$ cat config.mk
export PLATFORM = sky130hd
export DESIGN_NAME = if_id_fetch_stage
export DESIGN_NICKNAME = d
export VERILOG_FILES = /design/src/rtl/if_id_fetch_stage.sv
export SDC_FILE = /design/constraint.sdc
export NUM_CORES = 1
export LEC_CHECK = 0
export CORE_MARGIN = 5
export CORE_UTILIZATION = 50
export CTS_BUF_LIST = sky130_fd_sc_hd__clkbuf_8 sky130_fd_sc_hd__clkbuf_16
export CTS_CLUSTER_SIZE = 14
export DETAILED_ROUTE_END_ITERATION = 16
export PLACE_DENSITY = 0.78
export SYNTH_ARGS = -nofsm -noshare
export SYNTH_HDL_FRONTEND = slang
export SYNTH_SLANG_ARGS = --single-unit
$ cat constraint.sdc
create_clock -name clk -period 4.4 [get_ports clk]
set_clock_uncertainty 0.2 [all_clocks]
set_input_delay 0.66 -clock clk [delete_from_list [all_inputs] [get_ports clk]]
set_output_delay 0.66 -clock clk [all_outputs]
set_load 0.02 [all_outputs]
$ cat src/rtl/if_id_fetch_stage.sv
// ---------------------------------------------------------------------------
// if_id_fetch_stage
//   Instruction-fetch stage plus IF/ID pipeline register of the MIPS32 core.
//   Owns the PC, issues one outstanding fetch at a time over a req/ack
//   handshake, and delivers Instruction_ID / PC_plus4_ID to decode.
//
// Handshake: imem_req is raised with imem_addr and both are held stable
//   until imem_ack is seen (one cycle, same cycle as valid imem_rdata).
//   A request is complete on the edge where imem_req && imem_ack.
//
// Ports:
//   clk, reset_n             clock, async active-low reset
//   imem_req/imem_addr       fetch request and word-aligned address
//   imem_rdata/imem_ack      fetch data and completion strobe
//   stall_IF                 hold PC and IF/ID
//   flush_IF                 bubble IF/ID on next edge
//   redirect_valid/_pc       branch/jump redirect (highest priority)
//   Instruction_ID           IF/ID instruction
//   PC_plus4_ID              IF/ID PC+4
//   valid_ID                 IF/ID holds a real instruction
//   fetch_busy               DRAIN, or FETCH waiting for ack
//   dbg_state_o              current FSM state (BOOT=0 FETCH=1 HOLD=2 DRAIN=3)
//
// Optional feature macro: IF_ID_PERF_CNT_EN
//   Adds perf_fetch_cnt / perf_bubble_cnt counters and output ports.
// ---------------------------------------------------------------------------
module if_id_fetch_stage #(
  parameter logic [31:0] RESET_PC     = 32'h0000_0000,
  parameter logic [31:0] BUBBLE_INSTR = 32'h0000_0000
) (
  input  logic        clk,
  input  logic        reset_n,
  output logic        imem_req,
  output logic [31:0] imem_addr,
  input  logic [31:0] imem_rdata,
  input  logic        imem_ack,
  input  logic        stall_IF,
  input  logic        flush_IF,
  input  logic        redirect_valid,
  input  logic [31:0] redirect_pc,
  output logic [31:0] Instruction_ID,
  output logic [31:0] PC_plus4_ID,
  output logic        valid_ID,
  output logic        fetch_busy,
  output logic [1:0]  dbg_state_o
`ifdef IF_ID_PERF_CNT_EN
  ,
  output logic [31:0] perf_fetch_cnt,
  output logic [31:0] perf_bubble_cnt
`endif
);

  typedef enum logic [1:0] {
    ST_BOOT  = 2'd0,
    ST_FETCH = 2'd1,
    ST_HOLD  = 2'd2,
    ST_DRAIN = 2'd3
  } state_e;

  localparam logic [31:0] RESET_PC_W = {RESET_PC[31:2], 2'b00};

  state_e      state_q, state_d;
  logic [31:0] pc_q, pc_d;
  logic [31:0] drain_addr_q, drain_addr_d;
  logic [31:0] skid_q, skid_d;
  logic        skid_vld_q, skid_vld_d;
  logic [31:0] instr_q, instr_d;
  logic [31:0] pc4_q, pc4_d;
  logic        vld_q, vld_d;
  logic        ifid_load;

  logic [31:0] pc_plus4;
  logic [31:0] redirect_tgt;
  logic        outstanding;

  assign pc_plus4     = pc_q + 32'd4;  // wraps FFFF_FFFC -> 0000_0000
  assign redirect_tgt = {redirect_pc[31:2], 2'b00};
  assign outstanding  = (state_q == ST_FETCH) || (state_q == ST_DRAIN);

  // FSM: state register
  always_ff @(posedge clk or negedge reset_n) begin
    if (!reset_n) state_q <= ST_BOOT;
    else          state_q <= state_d;
  end

  // FSM: next state
  always_comb begin
    state_d = state_q;
    if (redirect_valid) begin
      // An unacked request must still be completed before refetching.
      state_d = (outstanding && !imem_ack) ? ST_DRAIN : ST_FETCH;
    end else begin
      unique case (state_q)
        ST_BOOT:  state_d = ST_FETCH;
        ST_FETCH: if (imem_ack && stall_IF) state_d = ST_HOLD;
        ST_HOLD:  if (!stall_IF) state_d = ST_FETCH;
        ST_DRAIN: if (imem_ack) state_d = ST_FETCH;
        default:  state_d = ST_BOOT;
      endcase
    end
  end

  // FSM: outputs
  always_comb begin
    imem_req    = (state_q == ST_FETCH) || (state_q == ST_DRAIN);
    imem_addr   = (state_q == ST_DRAIN) ? drain_addr_q : pc_q;
    fetch_busy  = (state_q == ST_DRAIN) || ((state_q == ST_FETCH) && !imem_ack);
    dbg_state_o = state_q;
  end

  // PC, skid buffer and IF/ID next values
  always_comb begin
    pc_d         = pc_q;
    drain_addr_d = drain_addr_q;
    skid_d       = skid_q;
    skid_vld_d   = skid_vld_q;
    instr_d      = instr_q;
    pc4_d        = pc4_q;
    vld_d        = vld_q;
    ifid_load    = 1'b0;

    if (redirect_valid) begin
      pc_d       = redirect_tgt;
      skid_vld_d = 1'b0;
      // Keep presenting the old address while the stale response drains.
      if (outstanding && !imem_ack) drain_addr_d = imem_addr;
    end else begin
      unique case (state_q)
        ST_FETCH: begin
          if (imem_ack && stall_IF) begin
            skid_d     = imem_rdata;
            skid_vld_d = 1'b1;
          end else if (imem_ack) begin
            pc_d = pc_plus4;
          end
        end
        ST_HOLD: begin
          if (!stall_IF) begin
            pc_d       = pc_plus4;
            skid_vld_d = 1'b0;
          end
        end
        default: ;
      endcase
    end

    // Flush/redirect beat stall and any same-cycle ack write.
    if (flush_IF || redirect_valid) begin
      ifid_load = 1'b1;
      instr_d   = BUBBLE_INSTR;
      pc4_d     = 32'd0;
      vld_d     = 1'b0;
    end else if (!stall_IF) begin
      ifid_load = 1'b1;
      if ((state_q == ST_FETCH) && imem_ack) begin
        instr_d = imem_rdata;
        pc4_d   = pc_plus4;
        vld_d   = 1'b1;
      end else if ((state_q == ST_HOLD) && skid_vld_q) begin
        instr_d = skid_q;
        pc4_d   = pc_plus4;
        vld_d   = 1'b1;
      end else begin
        instr_d = BUBBLE_INSTR;
        pc4_d   = 32'd0;
        vld_d   = 1'b0;
      end
    end
  end

  always_ff @(posedge clk or negedge reset_n) begin
    if (!reset_n) begin
      pc_q         <= RESET_PC_W;
      drain_addr_q <= RESET_PC_W;
      skid_q       <= 32'd0;
      skid_vld_q   <= 1'b0;
      instr_q      <= BUBBLE_INSTR;
      pc4_q        <= 32'd0;
      vld_q        <= 1'b0;
    end else begin
      pc_q         <= pc_d;
      drain_addr_q <= drain_addr_d;
      skid_q       <= skid_d;
      skid_vld_q   <= skid_vld_d;
      if (ifid_load) begin
        instr_q <= instr_d;
        pc4_q   <= pc4_d;
        vld_q   <= vld_d;
      end
    end
  end

  assign Instruction_ID = instr_q;
  assign PC_plus4_ID    = pc4_q;
  assign valid_ID       = vld_q;

`ifdef IF_ID_PERF_CNT_EN
  logic [31:0] perf_fetch_q, perf_bubble_q;

  always_ff @(posedge clk or negedge reset_n) begin
    if (!reset_n) begin
      perf_fetch_q  <= 32'd0;
      perf_bubble_q <= 32'd0;
    end else if (ifid_load) begin
      if (vld_d) perf_fetch_q  <= perf_fetch_q + 32'd1;
      else       perf_bubble_q <= perf_bubble_q + 32'd1;
    end
  end

  assign perf_fetch_cnt  = perf_fetch_q;
  assign perf_bubble_cnt = perf_bubble_q;
`endif

endmodule

==> key figures, run 1 <==
Die
  • Die height: between 100 and 150 um
  • Row cnt: between 40 and 50
  • Die area: between 15,000 and 20,000 um^2
  • Core ar.: 15,100 um^2
  • Initial Util: between 50% and 60%
  • IO Count: approximately 170
  • Die width: 134 um

Layout
  • Commonest non-fill, non-tap cell in the layout: clkdlybuf4s50_1
  • Layout cell share with drive strength beyond 1: a little under a fifth
  • Inserted Diodes: 0
  • Design area: 10,100 um^2
  • Fillers: approximately 1,100
  • Final nets: slightly above 900
  • Commonest cells after routing, fill and taps aside: clkdlybuf4s50_1, dfrtp_1, nand2_1, mux2_2, o21ai_0
  • Multi-input logic area: ~3400 um^2
  • Area Overhead vs Synth: 30.7%
  • FF+latch area: 4030 um^2

Global routing
  • First-pass GRT wire length: between 30,000 and 40,000 um
  • Vias in the first global route: about 6,000
  • Initial antenna violation count: 2
  • GRT overflow: 0
  • Total GRT Usage: roughly a fifth
  • Largest net degree at the start of global routing: between 90 and 100

Clock network
  • Setup repair bufs after CTS: 0
  • Clock Tree Buf Depth: 2
  • Clk sink count: about 160
  • CTS tree: done
  • CTS Hold Bufs: 0
  • Worst skew pair latency: 0.42 ns
  • H-tree depth: 4
  • Root buffer cell: clkbuf_16
  • Cts bufs inserted: 17
  • Post-CTS Resized: 0
  • Worst-path clk slew: ~0.060 ns

Place
  • Area after DPL: ~9500 um^2
  • Worst slack, placed: between 1 and 1.5 ns
  • # port buffers: 168
  • GPL Wtd Cong: 0.811
  • DP HPWL: approximately 12,000 um

Worst hold path
  • Worst Hold Class: input port to async pin

STA
  • Slew HR: between 20% and 30%
  • RSZ-0062 raised after global routing: false
  • Max Freq: approximately 300 MHz
  • Period minus WS final: about 3.3 ns
  • PnR worst setup slack: 1.09 ns
  • Final period utilization: roughly three quarters
  • Final setup viols: 0
  • Worst Tran Pin Value: 1.13 ns
  • Max Slew Vio Count: 0
  • Hold Fails Final Rpt: 0
  • TNS Setup: 0 ns

Routing
  • Post-route ant nets: 0
  • First-pass detailed-route iteration total: 4
  • DR WL/cell: approximately 18 um
  • WL final: 18,200 um
  • 1st-iter DRT viols: roughly 270
  • Vias per inst: 5.40
  • Via count: approximately 5,600
  • DRC Markers: 0

Setup path
  • Crit path required time: approximately 3.5 ns
  • Max FO, Critical Path: 30
  • CP endpoint kind: primary output
  • CP Cell Sequence: nand2_1, buf_4, mux2_2, clkdlybuf4s50_1
  • Critical Path AT: 2.45 ns
  • Critical Path Max Stage Delay: 0.59 ns
  • Startpoint Class: register
  • Setup CP Type: register to primary output
  • Worst path slowest cell: clkdlybuf4s50_1

Power and ir drop
  • VDD IR max: ~0.00029 V
  • Final Power: around 4.2 mW
  • PwrDens: 420 nW/um^2
  • Pleak: roughly 4.3 nW

Flow run
  • # Max-Cap Violations: 0

Synth
  • Yosys reg bits: 161
  • Post-synthesis simple-gate area fraction: between 10 and 15%
  • Synth Area in Adders: 0.162%
  • Post-Synthesis Cell Area: approximately 7700 um^2
  • Synthesized netlist cell count: 697
  • Sequential area share after synthesis: between 50% and 60%
  • Top_reg_cell synth: dfrtp_1
  • Post-synthesis compound-gate area fraction: approximately 7%
  • Area leader, netlist: dfrtp_1
  • Synth Net Count: 768
  • Synth Area in XOR/XNOR: between 6 and 7%
  • Main combinational cell family by area after synthesis: multiplexers
  • Asr flop ratio synth: 100%
  • Yosys top cell area share: 52.3%
  • Mux share of post-synthesis cell area: 17.9%
  • Unique masters post-synth: 38
  • Number of synthesis warnings: 0
  • Largest cells by area after synthesis: dfrtp_1, mux2_2, nand2_1
  • Synth Area per Inst: approximately 11 um^2
  • Post-synth EDFFs: 0

Outcome
  • Status: finished, final reports clean
-- sequential cells by signal, indices dropped and copies added, names as in the netlist --
name and count:
skid_q 32, pc_q 30, drain_addr_q 32, dbg_state_o 2
valid_ID 1, Instruction_ID 32, PC_plus4_ID 31, skid_vld_q 1
-- critical path: cells and delay by family, from the launching register on --
family | cells | cell delay [ns]
buf+inv | 2 | 0.98
flops | 1 | 0.52
mux | 1 | 0.40
simple gates | 1 | 0.11
-- cells in the mapped netlist, types with 11 or more instances --
library cell / instances
nand2_1: 109
nand4_1: 11
dfrtp_1: 161
o21ai_1: 21
mux2i_1: 33
o21ai_0: 73
xor2_1: 24
mux2_2: 93
buf_2: 21
clkbuf_1: 25
xnor2_1: 33
nand3_1: 14
-- routing by layer --
layer	vias to the layer above	wire length, um	global-route usage, %
met5	-	27	0
met4	4	255	5.71
met2	159	8760	33.7
met3	25	1160	5.55
li1	2692	-	-
met1	2743	8040	28.5
-- where the power goes --
group | switching [mW] | leakage, nW | internal (mW)
Clock | 0.547 | 0.307 | 0.896
Combinational | 0.418 | 1.92 | 0.508
Sequential | 0.153 | 2.07 | 1.71
Total | 1.12 | 4.30 | 3.11
-- through the flow --
stage	util (%)	cells	hold WS, ns
finish	66.5	1042	0.110
global route	66.5	1042	0.191
CTS	66.5	1042	0.154
detailed placement	62.7	1011	0.268
global placement	62.7	1011	0.260
floorplan	-	697	0.164
-- path summary, 6_finish.rpt --
path / endpoint / startpoint / slack (ns) / depth (start not counted)
min in group clk: skid_vld_q / redirect_valid / 0.28 / 2
min reg2reg: valid_ID / valid_ID / 0.28 / 2
min: Instruction_ID[11] / reset_n / 0.11 / 1
max: imem_addr[30] / dbg_state_o[0] / 1.09 / 4
max in group asynchronous: Instruction_ID[10] / reset_n / 2.99 / 2
max reg2reg: PC_plus4_ID[20] / dbg_state_o[0] / 1.91 / 4
-- cell families after synthesis --
family                   Yosys count
AO/OA/AOI/OAI                    103
adder cells (fa/ha/maj)            1
multiplexers                     126
flip-flops                       161
buffers and inverters             61
XOR/XNOR                          57
AND/OR/NAND/NOR                  188
-- cell type report --
cell class	count	share of cell area [%]
Inverter	9	0.335
Timing Repair Buffer	178	17.5
Clock buffer	22	4.91
Multi-Input combinational cell	475	34.0
Tap cell	188	2.34
Clock inverter	9	0.894
Sequential cell	161	40.0
(Power assumes the default switching activity.)
==> run 2, diff against run 1 <==
- clock period: 4.4 -> 3.2 ns (I/O delays scaled with it)
==> run 2 against run 1 <==
- sequential cell count did not move
- setup slack got worse by 0.83 ns
- non-clock buffer count rose by 5
- clock power rose by 40%
- critical path depth did not move
- wire length rose by 0.81%
==> key figures, run 2 (same netlist as run 1, synthesis figures left out) <==
Routing
  • DRC Markers: 0
  • WL final: between 15,000 and 20,000 um
  • Post-route ant nets: 0
  • DR WL/cell: 17.6 um
  • 1st-iter DRT viols: 265
  • Vias per inst: approximately 5.4
  • Via count: roughly 5,700
  • First-pass detailed-route iteration total: 4

Layout
  • Design area: a little over 10,000 um^2
  • Final nets: around 920
  • Multi-input logic area: 3430 um^2
  • Layout cell share with drive strength beyond 1: between 10% and 20%
  • Commonest cells after routing, fill and taps aside: clkdlybuf4s50_1, dfrtp_1, nand2_1, mux2_2, o21ai_0
  • Commonest non-fill, non-tap cell in the layout: clkdlybuf4s50_1
  • Inserted Diodes: 0
  • Area Overhead vs Synth: 31.6%
  • FF+latch area: between 4000 and 5000 um^2
  • Fillers: about 1,100

Setup path
  • CP endpoint kind: primary output
  • Critical Path AT: 2.26 ns
  • Max FO, Critical Path: 30
  • Worst path slowest cell: clkdlybuf4s50_1
  • CP Cell Sequence: nand2_1, buf_12, mux2_2, clkdlybuf4s50_1
  • Critical Path Max Stage Delay: about 0.55 ns
  • Crit path required time: ~2.5 ns
  • Startpoint Class: register
  • Setup CP Type: register to primary output
  • Reg2Reg Depth: 6

Place
  • Area after DPL: 9540 um^2
  • GPL Wtd Cong: a little under 0.8
  • # port buffers: 168
  • DP HPWL: approximately 13,000 um

Clock network
  • Worst skew pair latency: approximately 0.42 ns
  • Cts bufs inserted: 17
  • Clock Tree Buf Depth: 2
  • Post-CTS Resized: 0
  • CTS tree: done
  • Root buffer cell: clkbuf_16
  • H-tree depth: 4
  • Worst-path clk slew: about 0.060 ns
  • CTS Hold Bufs: 1
  • Setup repair bufs after CTS: 0
  • Clk sink count: between 150 and 200

STA
  • Final setup viols: 0
  • Slew HR: 59.6%
  • Period minus WS final: between 2 and 3 ns
  • Worst Tran Pin Value: roughly 0.6 ns
  • RSZ-0062 raised after global routing: false
  • TNS Setup: 0 ns
  • Max Slew Vio Count: 0
  • Final period utilization: 91.9%
  • Hold Fails Final Rpt: 0
  • Max Freq: approximately 340 MHz

Global routing
  • First-pass GRT wire length: between 30,000 and 40,000 um
  • Largest net degree at the start of global routing: 76
  • GRT overflow: 0
  • Vias in the first global route: around 6,000
  • Initial antenna violation count: 2
  • Total GRT Usage: 21.3%

Power and ir drop
  • PwrDens: about 580 nW/um^2
  • VDD IR max: 0.000373 V
  • Pleak: ~4.3 nW

Flow run
  • # Max-Cap Violations: 0

Die
  • IO Count: ~170
  • Die area: between 15,000 and 20,000 um^2
  • Die height: roughly 130 um
  • Row cnt: 45
  • Die width: 134 um
  • Initial Util: 50.9%
  • Core ar.: between 15,000 and 20,000 um^2

Worst hold path
  • Worst Hold Class: input port to register
  • Hold path depth: 2

Outcome
  • Status: finished, final reports clean
run 2: cell types whose count changed in the layout (fill, tap and decap cells not counted), moves of 2 or more:
cell and delta:
inv_1 -2, buf_12 +2, clkinvlp_4 +2, buf_4 +2
run 2: final timing paths:
path	slack (ns)	startpoint	end
worst max-delay path	0.26	dbg_state_o[0]	imem_addr[15]
worst min-delay path	0.11	redirect_valid	skid_vld_q
worst max register to register	0.88	pc_q[2]	PC_plus4_ID[20]
worst min register to register	0.28	Instruction_ID[19]	Instruction_ID[19]
max in group asynchronous	1.57	reset_n	pc_q[6]
min in group asynchronous	0.36	reset_n	Instruction_ID[5]
run 2: critical path, delay by kind of cell (launching register included):
family | cells | cell delay (ns)
buffers and inverters | 2 | 0.77
AND/OR/NAND/NOR | 1 | 0.16
multiplexers | 1 | 0.40
flip-flops | 1 | 0.50
run 2: power by group:
group / internal [mW] / switching [mW] / total [mW]
Sequential: 2.35 / 0.210 / 2.56
Combinational: 0.708 / 0.581 / 1.29
Clock: 1.22 / 0.795 / 2.02
run 2: layout make-up:
type / count / area share (%)
inverters: 9 / 0.333
multi-input cells: 475 / 33.8
clock buffers: 21 / 4.74
repair buffers: 183 / 18.0
flip-flops and latches: 161 / 39.7
clock inverters: 11 / 1.10
well taps: 188 / 2.32
run 2: metal layers:
layer | global-route usage (%) | vias up | share of wire (%)
li1 | - | 2704 | -
met1 | 27.5 | 2822 | 44
met2 | 34.6 | 151 | 48
met3 | 6.90 | 23 | 6.4
met4 | 5.94 | 4 | 1.4
met5 | 0 | - | 0.14
run 2: metrics by stage:
step	hold slack, ns	setup WS, ns	power [mW]	instances	util [%]
global route	0.108	0.121	6.15	1048	67.0
detailed placement	0.246	0.590	3.89	1015	63.0
floorplan	-0.0156	1.03	3.34	697	-
finish	0.109	0.258	5.87	1048	67.0
CTS	0.0909	0.231	5.93	1048	67.0
global placement	0.239	0.593	3.83	1015	63.0
==> run 3, diff against run 2 <==
- clock period: 3.2 -> 3.25 ns (I/O delays scaled with it)
==> run 3 against run 2 <==
- sequential cell count unchanged
- critical endpoint is now imem_addr[30]
- power grew 0.72%
- design area up 0.20%
- die area is the same
- wire length rose by 1.3%
- critical path depth did not move
- clock power up 5%
- first-iteration DRC count shrank 2.6%
- core utilization up 0.13 points
- register-to-register slack improved by 0.10 ns
- non-clock buffer count did not move
- largest cell class unchanged
==> key figures, run 3 (same netlist as run 1, synthesis figures left out) <==
Layout
  • Inserted Diodes: 0
  • Final Non-Filler Cells: between 1,000 and 1,500
  • Layout cell share with drive strength beyond 1: a little under a fifth
  • Area Overhead vs Synth: 31.9%
  • Commonest cells after routing, fill and taps aside: clkdlybuf4s50_1, dfrtp_1, nand2_1, mux2_2, o21ai_0
  • Commonest non-fill, non-tap cell in the layout: clkdlybuf4s50_1
  • Final nets: just over 900
  • Fillers: roughly 1,100

Clock network
  • Cts bufs inserted: 17
  • Post-CTS Resized: 0
  • CTS tree: done
  • Root buffer cell: clkbuf_16
  • H-tree depth: 4
  • Worst skew pair latency: between 0.4 and 0.5 ns
  • Clk sink count: approximately 160
  • Clock Tree Buf Depth: 2
  • Worst-path clk slew: ~0.060 ns

STA
  • RSZ-0062 raised after global routing: false
  • Slew HR: between 50% and 60%
  • Hold Fails Final Rpt: 0
  • Final period utilization: 95.5%
  • Final setup viols: 0
  • Worst Tran Pin Value: 0.631 ns
  • Max Slew Vio Count: 0
  • TNS Setup: 0 ns
  • Max Freq: roughly 320 MHz
  • Period minus WS final: slightly above 3 ns

Setup path
  • Worst path slowest cell: clkdlybuf4s50_1
  • Reg-to-Reg Start: pc_q[2]
  • Critical Path AT: between 2 and 2.5 ns
  • Setup CP Type: register to primary output
  • CP Cell Sequence: nand2_1, buf_4, mux2_2, clkdlybuf4s50_1
  • Crit path required time: ~2.6 ns
  • Worst reg-to-reg setup slack: roughly 0.98 ns
  • Reg-to-Reg End: PC_plus4_ID[20]
  • CP endpoint kind: primary output
  • Critical Path Max Stage Delay: about 0.59 ns
  • Buf/Inv on CP: 2
  • Startpoint Class: register
  • Max FO, Critical Path: 30
  • Top delay family on crit path: buffers and inverters
  • Reg2Reg Depth: 6

Die
  • Core ar.: around 15,000 um^2
  • IO Count: 171
  • Initial Util: between 50% and 60%
  • Die height: between 100 and 150 um
  • Row cnt: 45
  • Die width: about 130 um
  • Die area: roughly 18,000 um^2

Power and ir drop
  • P_sw: between 1.5 and 2 mW
  • Clock power frac: about 36%
  • Sw Ratio: 26.3%
  • PwrDens: approximately 580 nW/um^2
  • Int Pwr: 4.35 mW
  • Pleak: 4.33 nW
  • Sequential power share: a little over two fifths
  • Final Power: a little under 6 mW
  • VDD IR max: ~0.00039 V
  • Combinational Power Share: 21.4%

Routing
  • Routed wl met2: around 8900 um
  • WL met1: between 8000 and 9000 um
  • Vias per inst: about 5.4
  • 1st-iter DRT viols: roughly 260
  • First-pass detailed-route iteration total: 7
  • DR WL/cell: 17.8 um
  • Metal3 WL: 1170 um
  • WL final: about 19,000 um
  • Uppermost layer routed: met5
  • Post-route ant nets: 0
  • DRC Markers: 0
  • Via count: about 5,700

Place
  • GPL Wtd Cong: about 0.81
  • Placed cell count: 1,015
  • DP HPWL: between 10,000 and 15,000 um
  • # port buffers: roughly 170

Global routing
  • First-pass GRT wire length: ~30,000 um
  • Largest net degree at the start of global routing: 77
  • Initial antenna violation count: 2
  • Total GRT Usage: a little over a fifth
  • GRT overflow: 0
  • Vias in the first global route: 6,007

Flow run
  • # Max-Cap Violations: 0

Outcome
  • Status: finished, final reports clean

Worst hold path
  • Startpoint of the worst hold path: redirect_valid
  • Hold path depth: 2
  • Worst Hold Path EP: skid_vld_q
  • Worst Hold Class: input port to register
-- run 3: power groups by stage --
stage                     Combinational (mW)  Sequential, mW  Clock, mW
after floorplan                        0.796            2.50          0
after global placement                  1.23            2.52          0
after detailed placement                1.27            2.56          0
after CTS                               1.28            2.52       2.16
after global routing                    1.38            2.56       2.24
final                                   1.26            2.52       2.13
-- run 3: area by class of cell --
| class | instances | area [um^2] | area share [%] |
|---|---|---|---|
| Sequential cell | 161 | 4030 | 39.6 |
| Clock inverter | 14 | 199 | 1.96 |
| Multi-Input combinational cell | 475 | 3430 | 33.7 |
| Timing Repair Buffer | 183 | 1820 | 17.9 |
| Clock buffer | 17 | 425 | 4.18 |
| Inverter | 9 | 33.8 | 0.332 |
| Tap cell | 188 | 235 | 2.31 |
-- run 3: how the worst max path moves through the flow --
stage / end / cells past startpoint / from / slack (ns)
after floorplan: imem_addr[10] / 4 / dbg_state_o[0] / 1.07
after global placement: imem_addr[30] / 4 / dbg_state_o[0] / 0.62
after detailed placement: imem_addr[30] / 4 / dbg_state_o[0] / 0.58
after CTS: imem_addr[30] / 4 / dbg_state_o[0] / 0.13
after global routing: imem_addr[30] / 4 / dbg_state_o[0] / 0.02
final: imem_addr[30] / 4 / dbg_state_o[0] / 0.15
-- run 3: per-stage QoR --
step | hold slack (ns) | utilization [%] | setup WS [ns] | instance area, um^2
after floorplan | -0.00809 | - | 1.07 | 7710
after global placement | 0.260 | 62.9 | 0.620 | 9530
after detailed placement | 0.269 | 62.9 | 0.582 | 9530
after CTS | 0.0941 | 67.1 | 0.129 | 10200
after global routing | 0.114 | 67.1 | 0.0167 | 10200
final | 0.106 | 67.1 | 0.148 | 10200
-- run 3: metal layers --
| layer | GRT usage (%) | up-vias |
|---|---|---|
| met2 | 34.5 | 175 |
| met5 | 0 | - |
| met4 | 7.30 | 4 |
| met1 | 27.6 | 2766 |
| li1 | - | 2694 |
| met3 | 5.40 | 28 |
-- run 3: what timing repair did --
action | in CTS | in global routing
buffers inserted | 0 | 0
endpoints found under the hold margin | 51 | 0
hold buffers | 1 | 0
